[src/rtl/store_buffer_pkg.sv]
// Shared dmem size codes, port enable levels and the store alignment rule used by
// the store buffer, dmem and the control unit.
package store_buffer_pkg;
    localparam logic [1:0] CS_W          = 2'b01;
    localparam logic [1:0] CS_H          = 2'b10;
    localparam logic [1:0] CS_B          = 2'b11;
    localparam logic       ENABLED       = 1'b1;
    localparam logic       WRITE_ENABLED = 1'b1;

    // Alignment is judged on the offset from the data segment base.
    function automatic logic misaligned(input logic [1:0] cs, input logic [31:0] addr,
                                        input logic [31:0] base);
        logic [31:0] off;
        off = addr - base;
        return ((cs == CS_W) && (off[1:0] != 2'b00)) || ((cs == CS_H) && off[0]);
    endfunction
endpackage

[src/rtl/store_buffer_sb_fifo.sv]
// Store entry storage: program-order FIFO with per-entry word-address match vector
// so the top can detect load-after-store hazards against every queued store.
module sb_fifo
    import store_buffer_pkg::*;
#(
    parameter  int DEPTH = 4,
    localparam int PW    = $clog2(DEPTH),
    localparam int CW    = PW + 1
) (
    input  logic              clk,
    input  logic              rst,
    input  logic              i_push,
    input  logic [1:0]        i_cs,
    input  logic [31:0]       i_addr,
    input  logic [31:0]       i_data,
    input  logic              i_pop,
    input  logic [29:0]       i_cmp_waddr,
    output logic [1:0]        o_head_cs,
    output logic [31:0]       o_head_addr,
    output logic [31:0]       o_head_data,
    output logic [CW-1:0]     o_count,
    output logic              o_full,
    output logic              o_empty,
    output logic [DEPTH-1:0]  o_match
);
    localparam logic [PW-1:0] P_ONE = PW'(1);
    localparam logic [CW-1:0] C_ONE = CW'(1);

    logic [1:0]       r_cs   [DEPTH];
    logic [31:0]      r_addr [DEPTH];
    logic [31:0]      r_data [DEPTH];
    logic [DEPTH-1:0] r_vld;
    logic [PW-1:0]    r_head, r_tail;
    logic [CW-1:0]    r_count;

    always_ff @(posedge clk or posedge rst) begin
        if (rst) begin
            r_head  <= '0;
            r_tail  <= '0;
            r_count <= '0;
            r_vld   <= '0;
        end else begin
            // Pop clears before push sets so a push into the slot just freed wins.
            if (i_pop) begin
                r_vld[r_head] <= 1'b0;
                r_head        <= r_head + P_ONE;
            end
            if (i_push) begin
                r_vld[r_tail] <= 1'b1;
                r_tail        <= r_tail + P_ONE;
            end
            case ({i_push, i_pop})
                2'b10:   r_count <= r_count + C_ONE;
                2'b01:   r_count <= r_count - C_ONE;
                default: r_count <= r_count;
            endcase
        end
    end

    always_ff @(posedge clk) begin
        if (i_push) begin
            r_cs[r_tail]   <= i_cs;
            r_addr[r_tail] <= i_addr;
            r_data[r_tail] <= i_data;
        end
    end

    for (genvar i = 0; i < DEPTH; i++) begin : g_match
        assign o_match[i] = r_vld[i] && (r_addr[i][31:2] == i_cmp_waddr);
    end

    assign o_head_cs   = r_cs[r_head];
    assign o_head_addr = r_addr[r_head];
    assign o_head_data = r_data[r_head];
    assign o_count     = r_count;
    assign o_full      = (r_count == CW'(DEPTH));
    assign o_empty     = (r_count == '0);
endmodule

[src/rtl/store_buffer.sv]
// Posted-write buffer in front of single-port dmem: loads own the port, queued stores
// drain in idle cycles, and a full buffer forces a drain so loads cannot starve it.
module store_buffer
    import store_buffer_pkg::*;
#(
    parameter int          DEPTH     = 4,
    parameter logic [31:0] DMEM_BASE = 32'h1001_0000
) (
    input  logic        clk,
    input  logic        rst,
    input  logic        st_valid,
    input  logic [1:0]  st_cs,
    input  logic [31:0] st_addr,
    input  logic [31:0] st_data,
    output logic        st_ready,
    output logic        st_misalign,
    input  logic        ld_valid,
    input  logic [1:0]  ld_cs,
    input  logic        ld_signed,
    input  logic [31:0] ld_addr,
    output logic        ld_stall,
    output logic [31:0] ld_data,
    output logic        dm_ena,
    output logic        dm_wena,
    output logic [1:0]  dm_w_cs,
    output logic [1:0]  dm_r_cs,
    output logic [31:0] dm_addr,
    output logic [31:0] dm_wdata,
    input  logic [31:0] dm_rdata,
    output logic        empty
);
    localparam int CW = $clog2(DEPTH) + 1;

    logic [1:0]       w_head_cs;
    logic [31:0]      w_head_addr, w_head_data;
    logic [CW-1:0]    w_count;
    logic             w_full, w_empty, w_push, w_ld_go, w_drain;
    logic [DEPTH-1:0] w_match;

    assign st_misalign = st_valid && misaligned(st_cs, st_addr, DMEM_BASE);
    assign st_ready    = !w_full;
    assign w_push      = st_valid && st_ready && !st_misalign;

    // Hazard sees only entries already queued; a same-cycle store is younger.
    assign ld_stall = ld_valid && ((|w_match) || w_full);
    assign w_ld_go  = ld_valid && !ld_stall && !rst;
    assign w_drain  = !w_ld_go && !w_empty && !rst;

    sb_fifo #(.DEPTH(DEPTH)) u_fifo (
        .clk        (clk),
        .rst        (rst),
        .i_push     (w_push),
        .i_cs       (st_cs),
        .i_addr     (st_addr),
        .i_data     (st_data),
        .i_pop      (w_drain),
        .i_cmp_waddr(ld_addr[31:2]),
        .o_head_cs  (w_head_cs),
        .o_head_addr(w_head_addr),
        .o_head_data(w_head_data),
        .o_count    (w_count),
        .o_full     (w_full),
        .o_empty    (w_empty),
        .o_match    (w_match)
    );

    assign dm_ena   = (w_ld_go || w_drain) ? ENABLED : ~ENABLED;
    assign dm_wena  = w_drain ? WRITE_ENABLED : ~WRITE_ENABLED;
    assign dm_r_cs  = w_ld_go ? ld_cs : 2'b00;
    assign dm_w_cs  = w_head_cs;
    assign dm_addr  = w_ld_go ? ld_addr : w_head_addr;
    assign dm_wdata = w_head_data;
    assign empty    = w_empty;

    always_comb begin
        ld_data = dm_rdata;
        case (ld_cs)
            CS_H:    ld_data = {{16{ld_signed & dm_rdata[15]}}, dm_rdata[15:0]};
            CS_B:    ld_data = {{24{ld_signed & dm_rdata[7]}}, dm_rdata[7:0]};
            default: ld_data = dm_rdata;
        endcase
    end

    logic w_unused;
    assign w_unused = ^w_count;
endmodule

[config.mk]
export PLATFORM = sky130hd
export DESIGN_NAME = store_buffer
export DESIGN_NICKNAME = d
export VERILOG_FILES = /design/src/rtl/store_buffer_pkg.sv /design/src/rtl/store_buffer_sb_fifo.sv /design/src/rtl/store_buffer.sv
export SDC_FILE = /design/constraint.sdc
export NUM_CORES = 1
export LEC_CHECK = 0
export BUFFER_PORTS_ARGS = -buffer_cell sky130_fd_sc_hd__buf_2
export CAP_MARGIN = 0
export CORE_MARGIN = 10
export CORE_UTILIZATION = 56
export CTS_CLUSTER_SIZE = 24
export DETAILED_ROUTE_END_ITERATION = 12
export PLACE_DENSITY_LB_ADDON = 0.25
export SYNTH_ARGS = -nofsm -noshare
export SYNTH_HDL_FRONTEND = slang
export SYNTH_SLANG_ARGS = --single-unit
export TNS_END_PERCENT = 1
[constraint.sdc]
create_clock -name clk -period 4.59 [get_ports clk]
set_clock_uncertainty 0.2 [all_clocks]
set_input_delay 0.918 -clock clk [delete_from_list [all_inputs] [get_ports clk]]
set_output_delay 0.918 -clock clk [all_outputs]
set_load 0.01 [all_outputs]
### After elaboration in Yosys (flattened, before gate mapping)

Memory sizes are Yosys's and may differ from the RTL's.
Index checks and enable logic that the tools add are counted.

* multiplexer cells: 14
* bitwise operators: 5
* add/subtract/negate cells: 5
* reductions and logical operators: 29
* equality and inequality tests: 11
* magnitude comparators: 4

Operators by type and width (count)
* $eq A30 B30 Y1: 4
* $pmux W32 S2: 1
* $mux W32: 1
* $logic_and A1 B1 Y1: 16
* $eq A2 B2 Y1 const B: 4
* $mux W4: 2
* $logic_not A1 Y1: 6
* $lt A2 B3 Y1 const B: 2
* $mux W1: 6
* $pmux W3 S2: 1
* $add A2 B1 Y2 const B: 2
* $and A4 B4 Y4: 1
* $demux W1 S2: 2
* $eq A2 B1 Y1 const B: 2
* $ge A2 B1 Y1 const B: 2
* $not A4 Y4: 1
* $or A4 B4 Y4: 1
* $reduce_bool A2 Y1: 2
* $reduce_or A4 Y1: 1
* $add A3 B1 Y3 const B: 1
* $eq A3 B3 Y1 const B: 1
* $logic_not A3 Y1: 1
* $logic_or A1 B1 Y1: 3
* $sub A3 B1 Y3 const B: 1
* other kinds (3): 4

* word-level logic and storage cells: 75
* flip-flop bits (word level): 11
* bits in writable memories: 264
* memories kept: 3
* bits of input ports: 137

Memory list
* u_fifo.r_addr: depth 4, bits a word 32, read ports 5, clocked after Yosys merged registers in 0, wr ports 1, line store_buffer_sb_fifo.sv:30 `logic [31:0] r_addr [DEPTH];`
* u_fifo.r_data: depth 4, bits a word 32, read ports 1, clocked after Yosys merged registers in 0, wr ports 1, line store_buffer_sb_fifo.sv:31 `logic [31:0] r_data [DEPTH];`
* u_fifo.r_cs: depth 4, bits a word 2, read ports 1, clocked after Yosys merged registers in 0, wr ports 1, line store_buffer_sb_fifo.sv:29 `logic [1:0] r_cs [DEPTH];`

### Logic depth before layout (Yosys ltp)

* depth in word-level cells: 14
* gate-level depth with buffers: 14

### Cells and area by module

A second synthesis with hierarchy kept.

* cell total of the unflattened synthesis: 694
* area, all modules: 12564.6 um^2

By module, submodules not included
* sb_fifo: area each 11668.7 um^2, instances 1, cells each 586, seq. area each 8202.9 um^2
* store_buffer: area each 895.9 um^2, instances 1, cells each 108, seq. area each 0.0 um^2

### Least setup slack after synthesis

No wires, ideal clock.

* kind: input to register
* start: in st_cs[1]
* end: mem u_fifo.r_addr[1][0] (enable)
* buffers on the path: 1
* setup slack: 0.661 ns
* required time: 3.958 ns
* arrival: 3.297 ns
* cell stages on the path: 5
* setup time: 0.432 ns
* path through: xor2_1 -> a21oi_1 -> and3_1 -> clkbuf_1 -> and2_1

* word-level cells in the longest chain between the ends: 8
* elaborated cells on any way between the ends: 10
* classes of those cells: eq/ne: 2; mux: 2; reduce/logical: 6

Ends and longest elaborated chain
* start, declared: line store_buffer.sv:12 `input logic [1:0] st_cs,`
* $eq A2 B1 Y1 or $eq A2 B2 Y1 (tied branches): line store_buffer_pkg.sv:15 `return ((cs == CS_W) && (off[1:0] != 2'b00)) || ((cs == CS_H) && off[0]);`
* $logic_and A1 B1 Y1: line store_buffer_pkg.sv:15
* $logic_or A1 B1 Y1 (*): line store_buffer_pkg.sv:15
* $logic_and A1 B1 Y1 (*): line store_buffer.sv:40 `assign st_misalign = st_valid && misaligned(st_cs, st_addr, DMEM_BASE);`
* $logic_not A1 Y1 (*): line store_buffer.sv:42 `assign w_push = st_valid && st_ready && !st_misalign;`
* $logic_and A1 B1 Y1 (*): line store_buffer.sv:42
* $mux W1 (*): line store_buffer_sb_fifo.sv:61 `if (i_push) begin`
* $mux W1 (not written as such) (*): line store_buffer_sb_fifo.sv:63 `r_addr[r_tail] <= i_addr;`
* end, declared: line store_buffer_sb_fifo.sv:30

Mark *: on every way between the ends. The rest lies on a longest branch, timed or not.

### Final worst setup path

* start: in ld_addr[4]
* end: out dm_addr[31]

* word-level cells in the longest chain between the ends: 9
* elaborated cells on any way between the ends: 15
* classes of those cells: eq/ne: 4; mux: 1; reduce/logical: 10

Ends and longest elaborated chain
* start, declared: line store_buffer.sv:20 `input logic [31:0] ld_addr,`
* $eq A30 B30 Y1: line store_buffer_sb_fifo.sv:69 `assign o_match[i] = r_vld[i] && (r_addr[i][31:2] == i_cmp_waddr);`
* $logic_and A1 B1 Y1: line store_buffer_sb_fifo.sv:69
* $reduce_or A4 Y1 (*): line store_buffer.sv:45 `assign ld_stall = ld_valid && ((|w_match) || w_full);`
* $logic_or A1 B1 Y1 (*): line store_buffer.sv:45
* $logic_and A1 B1 Y1 (*): line store_buffer.sv:45
* $logic_not A1 Y1 (*): line store_buffer.sv:46 `assign w_ld_go = ld_valid && !ld_stall && !rst;`
* $logic_and A1 B1 Y1 (*) (2 in series): line store_buffer.sv:46
* $mux W32 (*): line store_buffer.sv:71 `assign dm_addr = w_ld_go ? ld_addr : w_head_addr;`
* end, declared: line store_buffer.sv:27 `output logic [31:0] dm_addr,`

Marked as above.

==> summary.txt <==
Synthesis
  – Number of synthesized register bits: 275
  – Number of synthesized flops with an enable pin: 264
  – Syn Inst Count: approximately 700
  – Post-synth cell types: 39
  – Ys async rst share: 0.0400
  – Synth area leaders: edfxtp_1 (63%), mux4_2 (12%), xnor2_1 (7.7%)
  – Ys Warns: 0
  – Most used DFF post-synth: edfxtp_1
  – Area of the mapped netlist: 12600 um^2
  – Sequential cell area fraction in the yosys report: 0.650
  – Area leader, netlist: edfxtp_1
  – Synthesized Nets: 859
  – Synth Area per Inst: 17.7 um^2
  – Post-synth top area share: 0.628

Routing
  – TritonRoute pass-1 iters: 5
  – Final WL: approximately 30000 um
  – Via/cell ratio: about 5.7
  – Detailed Route Iter0 Violations: between 500 and 600
  – Remaining DRCs: 0
  – DRT antenna net count: 0
  – Vias: 7027
  – Routed WL per cell: 24.4 um

Critical path
  – R2r endpoint: u_fifo.o_count[2]
  – Worst r2r src: u_fifo.r_addr[2][4]
  – Top delay family on crit path: simple AND/OR/NAND/NOR gates
  – Worst path bufs/invs: 3
  – Crit path cell chain: buf_2 -> xnor2_1 -> nand4_1 -> nor4_2 -> a2111oi_4 -> nand3_2 -> buf_4 -> mux2_4 -> buf_2
  – Slowest library cell on the worst path: nor4_2
  – Crit path to: dm_addr[31]
  – R2R depth: 13
  – Required @ worst endpoint: roughly 3500 ps
  – Crit path launch: ld_addr[4]
  – Crit path depth: 9
  – R2R setup slack: 1150 ps
  – WP data arrival: 3040 ps
  – CP Max Fanout: 14
  – CP Class: input pin to output pin
  – Setup crit start kind: input pin
  – Worst path most repeated cell: buf_2
  – CP max stage delay: 450 ps
  – Worst setup EP type: output pin

Clocking
  – H-tree depth: 1
  – Hold-fix buffers, CTS: 0
  – Post-cts sizing count: 0
  – CTS root buffer: clkbuf_16
  – Total CTS buffers: 28
  – CTS tree: done
  – Clock Tree Buf Depth: 3
  – CTS clk-pin slew, worst paths: around 60 ps
  – Setup Buffers After CTS: 0
  – Clk sinks: approximately 280
  – Worst-skew pair later-pin latency: about 560 ps

STA
  – Final min period: 4160 ps
  – Achievable frequency: 0.240 GHz
  – RSZ-0062 raised after global routing: false
  – Final setup viols: 0
  – Tcrit/Tclk final: 0.907
  – Total Neg Setup Slack: 0 ps
  – Fin. max-slew vios: 0
  – Relative slew slack: 0.377
  – Worst setup margin: 427 ps
  – Hold Vio Cnt, Final: 0
  – Tightest Pin Transition: 935 ps

Die
  – Core area: 22000 um^2
  – Chip width: 170 um
  – Die area: 28900 um^2
  – Die Ht: 170 um
  – I/O pin count: 243
  – # rows: between 50 and 60
  – Initial Utilization: 0.573

Place
  – Pre-CTS setup slack: 449 ps
  – Number of port buffers: 228
  – GP Congestion: approximately 0.85
  – DP HPWL: 21500 um

Pwr
  – Peak supply drop: 0.407 mV
  – Total power: about 8.1 mW
  – Pwr Density: around 550 nW/um^2
  – Lkg Pwr: 5.39 nW

Global route
  – Global-route wire length before repair: 44400 um
  – Vias in the first global route: 7391
  – Initial antenna violation count: 6
  – Congestion Overflow GR: 0
  – Largest net degree at the start of global routing: 58
  – Total track usage: 0.202

Outcome
  – Outcome: completed

Finish
  – Reg area: 8210 um^2
  – Post-layout util: 0.670
  – Fillers: 1553
  – Layout Nets: 1071
  – Area grow syn2layout: 17.0%
  – Combined area of the multi-input logic cells: 3940 um^2
  – Layout cells sized above 1: 0.409

Flow run
  – Max cap viols: 0

Min path
  – Hold Crit Class: input pin to async pin
==> layout make-up <==
class                   instances  share of cell area
inverters                      27             0.00686
diodes                          5            0.000847
clock inverters                13             0.00559
well taps                     280              0.0237
clock buffers                  39              0.0503
multi-input cells             349               0.267
repair buffers                243              0.0900
flip-flops and latches        275               0.556
==> flip-flops by register name (all words and copies together), names as in the netlist <==
name            flops
u_fifo.r_addr     128
u_fifo.r_data     128
u_fifo.r_cs         8
u_fifo.r_vld        4
u_fifo.o_count      3
u_fifo.r_head       2
u_fifo.r_tail       2
==> power by group <==
part | switching [mW] | internal [mW]
clock | 0.913 | 1.13
combinational | 1.26 | 1.36
sequential | 0.317 | 3.16
==> kinds of logic after synthesis <==
| family | count (synthesis) | synth area share |
|---|---|---|
| simple gates | 72 | 0.0342 |
| fa+ha+maj | 10 | 0.0105 |
| mux | 100 | 0.157 |
| flops | 275 | 0.650 |
| compound gates | 42 | 0.0225 |
| buf+inv | 88 | 0.0387 |
| xor+xnor | 125 | 0.0868 |
==> Yosys cell counts (all sizes together), types with 8 or more instances <==
cell type	number
clkbuf	12
ha	9
a21o	8
xnor2	111
nand2	8
edfxtp	264
dfrtp	11
mux2	33
buf	49
xor2	14
mux4	66
o21ai	18
nor4	10
nand4	27
inv	27
==> placed cells by master (no fill, tap or decap), types with 3 or more instances in the layout <==
cell	synthesis	routed
ha_1	9	9
mux2_4	31	31
diode_2	0	5
a2bb2oi_1	4	4
inv_1	27	27
xor2_1	14	14
buf_4	22	9
clkbuf_1	12	11
buf_2	18	228
a21oi_1	7	7
mux4_2	66	66
nand3_1	4	4
nor2_1	7	7
dfrtp_1	11	9
clkinv_2	0	6
clkinv_1	0	6
and2_4	0	4
nor4_1	8	8
o21ai_0	18	18
xnor2_1	111	111
edfxtp_1	264	264
nor3_1	3	3
nand4_1	27	27
a21o_1	8	8
nand2_1	8	8
buf_12	0	6
clkbuf_16	0	28
and2_1	7	3
and3_1	3	3
==> how the worst min path moves through the flow <==
stage	from	end	slack, ps	cells after the start
floorplan	u_fifo.o_count[2]	u_fifo.o_count[2]	260	1
global placement	u_fifo.o_count[2]	u_fifo.o_count[2]	270	1
detailed placement	u_fifo.o_count[2]	u_fifo.o_count[2]	280	1
CTS	u_fifo.o_count[2]	u_fifo.o_count[2]	290	1
global route	rst	u_fifo.o_count[0]	330	2
finish	rst	u_fifo.r_tail[1]	290	2
==> metal layers <==
metal | up-vias | share of wire | track usage
li1 | 3167 | - | -
met1 | 3513 | 0.39 | 0.253
met2 | 298 | 0.49 | 0.337
met3 | 47 | 0.098 | 0.0622
met4 | 2 | 0.019 | 0.0477
met5 | - | 0.00043 | 0
==> through the flow <==
stage / hold WS (ps) / instance area [um^2] / cells
floorplan: 256 / 12600 / 712
global placement: 271 / 13900 / 1174
detailed placement: 280 / 13900 / 1174
CTS: 291 / 14800 / 1226
global route: 331 / 14800 / 1227
finish: 293 / 14800 / 1231
No activity file was read; power rests on OpenSTA's default activity.
